==> src/rtl/switch_debouncer_if.sv <==
// -----------------------------------------------------------------------------
// switch_debouncer_if
//   Groups the switch-side signals of the debouncer.
//   raw_in : asynchronous switch pin (driven by the pin / stimulus side)
//   level  : debounced, registered level
//   rise   : one-cycle pulse in the cycle level goes 0->1
//   fall   : one-cycle pulse in the cycle level goes 1->0
//   busy   : 1 while a candidate transition is being timed
//   modport master : the side that drives the pin and consumes the results
//   modport slave  : the debouncer itself
// -----------------------------------------------------------------------------
interface switch_debouncer_if;
  logic raw_in;
  logic level;
  logic rise;
  logic fall;
  logic busy;

  modport master (output raw_in, input level, input rise, input fall, input busy);
  modport slave  (input raw_in, output level, output rise, output fall, output busy);
endinterface

==> src/rtl/switch_debouncer.sv <==
// -----------------------------------------------------------------------------
// switch_debouncer
//   Turns one raw, bouncing switch pin into a clean synchronous level plus
//   one-cycle rise/fall strobes. The level feeds the sequence-detecting FSM.
//   A new input value is accepted only after the synchronised input has held
//   it for DEBOUNCE_CYCLES+1 consecutive samples; any bounce restarts timing.
// Parameters
//   SYNC_STAGES     : synchroniser depth on raw_in (>= 2)
//   DEBOUNCE_CYCLES : stability window in clock cycles (>= 2)
// Ports
//   clock     : system clock, all logic on posedge
//   reset     : synchronous, active-high
//   sw.raw_in : asynchronous switch pin
//   sw.level  : debounced level (registered)
//   sw.rise   : one-cycle pulse with level 0->1 (registered)
//   sw.fall   : one-cycle pulse with level 1->0 (registered)
//   sw.busy   : 1 while a candidate transition is being timed (registered)
// -----------------------------------------------------------------------------
module switch_debouncer #(
  parameter int SYNC_STAGES     = 2,
  parameter int DEBOUNCE_CYCLES = 500000
) (
  input  logic              clock,
  input  logic              reset,
  switch_debouncer_if.slave sw
);

  // Derived counter width; it only has to hold DEBOUNCE_CYCLES-1.
  localparam int              CNT_W    = (DEBOUNCE_CYCLES > 2) ? $clog2(DEBOUNCE_CYCLES) : 1;
  localparam logic [CNT_W-1:0] CNT_LAST = CNT_W'(DEBOUNCE_CYCLES - 1);

  typedef enum logic [1:0] {
    STABLE_LO = 2'b00,
    PEND_HI   = 2'b01,
    STABLE_HI = 2'b10,
    PEND_LO   = 2'b11
  } state_t;

  logic [SYNC_STAGES-1:0] sync_q;
  logic                   s;

  state_t                 state_q, state_d;
  logic [CNT_W-1:0]       cnt_q, cnt_d;

  logic                   level_q, level_d;
  logic                   rise_q, rise_d;
  logic                   fall_q, fall_d;
  logic                   busy_q, busy_d;

  // ---------------------------------------------------------------------------
  // Synchroniser: only the last stage is ever looked at by the FSM.
  // ---------------------------------------------------------------------------
  always_ff @(posedge clock) begin
    if (reset) begin
      sync_q <= '0;
    end else begin
      sync_q <= {sync_q[SYNC_STAGES-2:0], sw.raw_in};
    end
  end

  assign s = sync_q[SYNC_STAGES-1];

  // ---------------------------------------------------------------------------
  // State register (together with counter and registered outputs)
  // ---------------------------------------------------------------------------
  always_ff @(posedge clock) begin
    if (reset) begin
      state_q <= STABLE_LO;
      cnt_q   <= '0;
      level_q <= 1'b0;
      rise_q  <= 1'b0;
      fall_q  <= 1'b0;
      busy_q  <= 1'b0;
    end else begin
      state_q <= state_d;
      cnt_q   <= cnt_d;
      level_q <= level_d;
      rise_q  <= rise_d;
      fall_q  <= fall_d;
      busy_q  <= busy_d;
    end
  end

  // ---------------------------------------------------------------------------
  // Next-state logic. The counter restarts at 0 on every PEND entry and stops
  // at CNT_LAST, where the transition is taken instead of incrementing, so it
  // can never wrap. In STABLE_* states it simply holds.
  // ---------------------------------------------------------------------------
  always_comb begin
    state_d = state_q;
    cnt_d   = cnt_q;
    case (state_q)
      STABLE_LO: begin
        if (s) begin
          state_d = PEND_HI;
          cnt_d   = '0;
        end
      end
      PEND_HI: begin
        if (!s) begin
          state_d = STABLE_LO;
        end else if (cnt_q == CNT_LAST) begin
          state_d = STABLE_HI;
        end else begin
          cnt_d = cnt_q + CNT_W'(1);
        end
      end
      STABLE_HI: begin
        if (!s) begin
          state_d = PEND_LO;
          cnt_d   = '0;
        end
      end
      PEND_LO: begin
        if (s) begin
          state_d = STABLE_HI;
        end else if (cnt_q == CNT_LAST) begin
          state_d = STABLE_LO;
        end else begin
          cnt_d = cnt_q + CNT_W'(1);
        end
      end
      default: begin
        state_d = STABLE_LO;
        cnt_d   = '0;
      end
    endcase
  end

  // ---------------------------------------------------------------------------
  // Output logic. Outputs are computed from the upcoming state so that the
  // registered versions line up with the state register: level and the
  // strobe change on the same edge that completes the window. A rejected
  // glitch (PEND_* back to its STABLE_*) leaves level untouched.
  // ---------------------------------------------------------------------------
  always_comb begin
    level_d = (state_d == STABLE_HI) || (state_d == PEND_LO);
    busy_d  = (state_d == PEND_HI)   || (state_d == PEND_LO);
    rise_d  = (state_q == PEND_HI)   && (state_d == STABLE_HI);
    fall_d  = (state_q == PEND_LO)   && (state_d == STABLE_LO);
  end

  assign sw.level = level_q;
  assign sw.rise  = rise_q;
  assign sw.fall  = fall_q;
  assign sw.busy  = busy_q;

endmodule
==> src/flat_wrapper.sv <==
// flat-port wrapper written by rule: the top's interface ports become plain ports
module switch_debouncer_flat 
#(
  parameter int SYNC_STAGES     = 2,
  parameter int DEBOUNCE_CYCLES = 500000
)
  (clock, reset, sw_raw_in, sw_level, sw_rise, sw_fall, sw_busy);
  switch_debouncer_if sw_i ();
  input  logic clock;
  input  logic reset;
  input wire logic [$bits(sw_i.raw_in)-1:0] sw_raw_in;
  output wire logic [$bits(sw_i.level)-1:0] sw_level;
  output wire logic [$bits(sw_i.rise)-1:0] sw_rise;
  output wire logic [$bits(sw_i.fall)-1:0] sw_fall;
  output wire logic [$bits(sw_i.busy)-1:0] sw_busy;
  assign sw_i.raw_in = sw_raw_in;
  assign sw_level = sw_i.level;
  assign sw_rise = sw_i.rise;
  assign sw_fall = sw_i.fall;
  assign sw_busy = sw_i.busy;
  switch_debouncer #(.SYNC_STAGES(SYNC_STAGES), .DEBOUNCE_CYCLES(DEBOUNCE_CYCLES)) u_core (.clock(clock), .reset(reset), .sw(sw_i));
endmodule
==> config.mk <==
export PLATFORM = sky130hd
export DESIGN_NAME = switch_debouncer_flat
export DESIGN_NICKNAME = d
export VERILOG_FILES = /design/src/rtl/switch_debouncer_if.sv /design/src/rtl/switch_debouncer.sv /design/src/flat_wrapper.sv
export SDC_FILE = /design/constraint.sdc
export NUM_CORES = 1
export LEC_CHECK = 0
export BUFFER_PORTS_ARGS = -buffer_cell sky130_fd_sc_hd__clkbuf_2
export CAP_MARGIN = 25
export CORE_MARGIN = 2
export CORE_UTILIZATION = 37
export CTS_BUF_LIST = sky130_fd_sc_hd__clkbuf_4
export CTS_CLUSTER_DIAMETER = 50
export CTS_CLUSTER_SIZE = 24
export DETAILED_ROUTE_END_ITERATION = 8
export PLACE_DENSITY = 0.56
export SYNTH_ARGS = -nofsm -noshare
export SYNTH_HDL_FRONTEND = slang
export SYNTH_SLANG_ARGS = --single-unit
==> constraint.sdc <==
create_clock -name clock -period 6.1 [get_ports clock]
set_input_delay 0.61 -clock clock [delete_from_list [all_inputs] [get_ports clock]]
set_output_delay 0.61 -clock clock [all_outputs]
set_load 0.01 [all_outputs]
==> results.yml <==
run_status:
  run_status: "completed"
die:
  die-height_um: 63.02
  core_um2: 3337
  die-width_um: 63.02
  std_cell_rows: 21
  ios: 7
  initial_core_util_pct: 38.62
  dieArea_um2: 3971
synthesis:
  synth_simple_gate_area_share_pct: 33.01
  syn_inst: 139
  syn_avg_cell_area_um2: 9.271
  ys_ff_latch: 26
  synth_top_family_by_area: "simple AND/OR/NAND/NOR gates"
  yosys.area.top_type_share_pct: 40.39
  synth_nets: 143
  synth.area.mux_share_pct: 0.7767
  netlist_area_um2: 1289
  synth_top_area_cell: "dfxtp_1"
  synthTopCellsByArea: "dfxtp_1, a21oi_2, nand3_1, nand2_1, nor2_1"
  synth_compound_area_share_pct: 15.15
  synthAdderAreaFrac_pct: 0.9709
  synth-xor-area-share_pct: 4.660
  ys_warn_count: 0
  synth_cell_type_count: 40
  ys_seq_area_share_pct: 40.39
timing:
  slew_headroom_pct: 45.22
  slew_violations: 0
  setup_violations: 0
  clock_skew_ns: 0.01582
  fmax_mhz: 418.9
  post-route-period-util_pct: 39.14
  setup_ws_ns: 3.713
  rsz0062_at_grt: "no"
  layout_min_cycle_time_ns: 2.387
  worst_pin_slew_ns: 0.8217
  tns_ns: 0
  hold_violations: 0
cells_and_area:
  antennaDiodeCount: 0
  drive_gt1_share_pct: 22.22
  fin_area_um2: 1371
  instances_no_fill: 190
  regArea_um2: 520.5
  mostFrequentLayoutCells: "dfxtp_1, nand2_1, nor2_1, nand3_1, a21oi_1"
  final_common_cell: "dfxtp_1"
  finalNetCount: 149
  multi_input_area_um2: 703.2
  fillers: 361
  area_growth_syn_to_layout_pct: 6.408
power_and_ir_drop:
  irDropWorstVdd_mv: 0.2149
  p_per_area_nw_per_um2: 219.3
  power_leakage_nw: 0.4300
  power.total_uw: 300.8
global_routing:
  grt_overflow: 0
  grt_max_degree: 28
  grt_usage_pct: 13.18
  grt_pass1_vias: 922
  grt_first_pass_wirelength_um: 4188
  antenna_found_initial: 0
placed_design:
  numPlacedInstances: 186
  dpl-instance-area_um2: 1319
  hpwl_um: 1650
  place_ws_ns: 3.713
  place_congestion: 0.7428
  numPortBuffers: 6
routing:
  vias: 993
  first_iter_violations: 51
  routed_wl_um: 2395
  wl_per_cell_um: 12.61
  drc: 0
  ant_nets: 0
  dr.pass1.iters: 4
  viasPerCell: 5.226
clock_network:
  clock-sinks: 26
  root_buffer: "clkbuf_4"
  cts_tree: "yes"
  h-tree-depth: 1
  clockBufferDepth: 2
  clk-insertion-delay-late_ns: 0.33
  cts_resized: 0
  path_clk_slew_ns: 0.15
  cts-buffers-inserted: 3
  postCtsHoldBufs: 0
  postCtsSetupBuffers: 0
worst_setup_path:
  worstPathMaxFanout: 27
  path_class: "reg2reg"
  cp-start-kind: "register"
  setup.worst_path.end_class: "register"
  critPathArrivalTime_ns: 2.58
  crit_required_ns: 6.30
hold_path:
  hp-class: "reg2reg"
flow_run:
  cap_violations: 0
-- flip-flops by register name, summed over array words and instances, names as in the netlist --
name             count
u_core.sync_q        2
u_core.state_q       2
u_core.sw.fall       1
u_core.cnt_q        19
u_core.sw.level      1
u_core.sw.rise       1
-- metrics by stage --
stage,hold slack [ns],util [%]
6_report,0.4545,41.09
5_1_grt,0.4603,41.09
4_1_cts,0.4562,41.09
3_5_place_dp,0.4220,39.52
3_3_place_gp,0.4229,39.52
2_1_floorplan,0.4138,-
-- layer usage --
| metal | part of all wire [%] | track usage, % | vias up | wire (um) |
|---|---|---|---|---|
| met3 | 3.1 | 3.964 | 2 | 74 |
| li1 | - | - | 524 | - |
| met2 | 45 | 20.61 | 11 | 1080 |
| met5 | 0 | 0 | - | 0 |
| met4 | 0.75 | 3.333 | 0 | 18 |
| met1 | 51 | 17.67 | 456 | 1222 |
-- logic make-up after synthesis --
logic type	count (synthesis)
AND/OR/NAND/NOR	70
multiplexers	1
adder cells (fa/ha/maj)	1
AO/OA/AOI/OAI	28
XOR/XNOR	6
buffers and inverters	7
flip-flops	26
-- final timing paths --
| kind | from | end | slack [ns] | depth (start not counted) |
|---|---|---|---|---|
| worst max-delay path | u_core.cnt_q[0] | u_core.cnt_q[1] | 3.71 | 6 |
| worst min register to register | u_core.sync_q[0] | u_core.sync_q[1] | 0.45 | 1 |
| worst max register to register | u_core.cnt_q[0] | u_core.cnt_q[1] | 3.71 | 6 |
| worst min-delay path | u_core.sync_q[0] | u_core.sync_q[1] | 0.45 | 1 |
-- power by group --
group          switching, mW  internal [mW]  total, mW  leakage, nW
registers            0.00118          0.171      0.172        0.210
logic                0.00744        0.00253    0.00997        0.192
clock network         0.0520         0.0665      0.119       0.0279
-- final cells by class --
type / instances / area share (%)
clock buffers: 3 / 1.642
clock inverters: 1 / 2.190
inverters: 2 / 0.5474
multi-input cells: 106 / 51.28
flip-flops and latches: 26 / 37.96
well taps: 46 / 4.197
repair buffers: 6 / 2.190
-- worst max-delay path: stages (launching register included) --
cell	delay (ns)
dfxtp_1	0.42
ha_1	0.24
nand4_2	0.13
or4b_4	0.59
o21ai_4	0.53
mux2i_1	0.29
nor2_2	0.05
-- cells in the mapped netlist, drive strengths merged --
cell type / number
a21oi: 13
and3: 2
and3b: 2
and4: 2
buf: 4
clkbuf: 1
dfxtp: 26
ha: 1
inv: 2
mux2i: 1
nand2: 12
nand3: 11
nand4: 1
nand4b: 1
nor2: 11
nor2b: 3
nor3: 3
nor4: 2
nor4b: 1
o211ai: 2
o21ai: 8
o31ai: 5
or2: 2
or3: 7
or4: 8
or4b: 1
or4bb: 1
xnor2: 3
xor2: 3
Note: power is estimated with default switching activity, not from simulation.
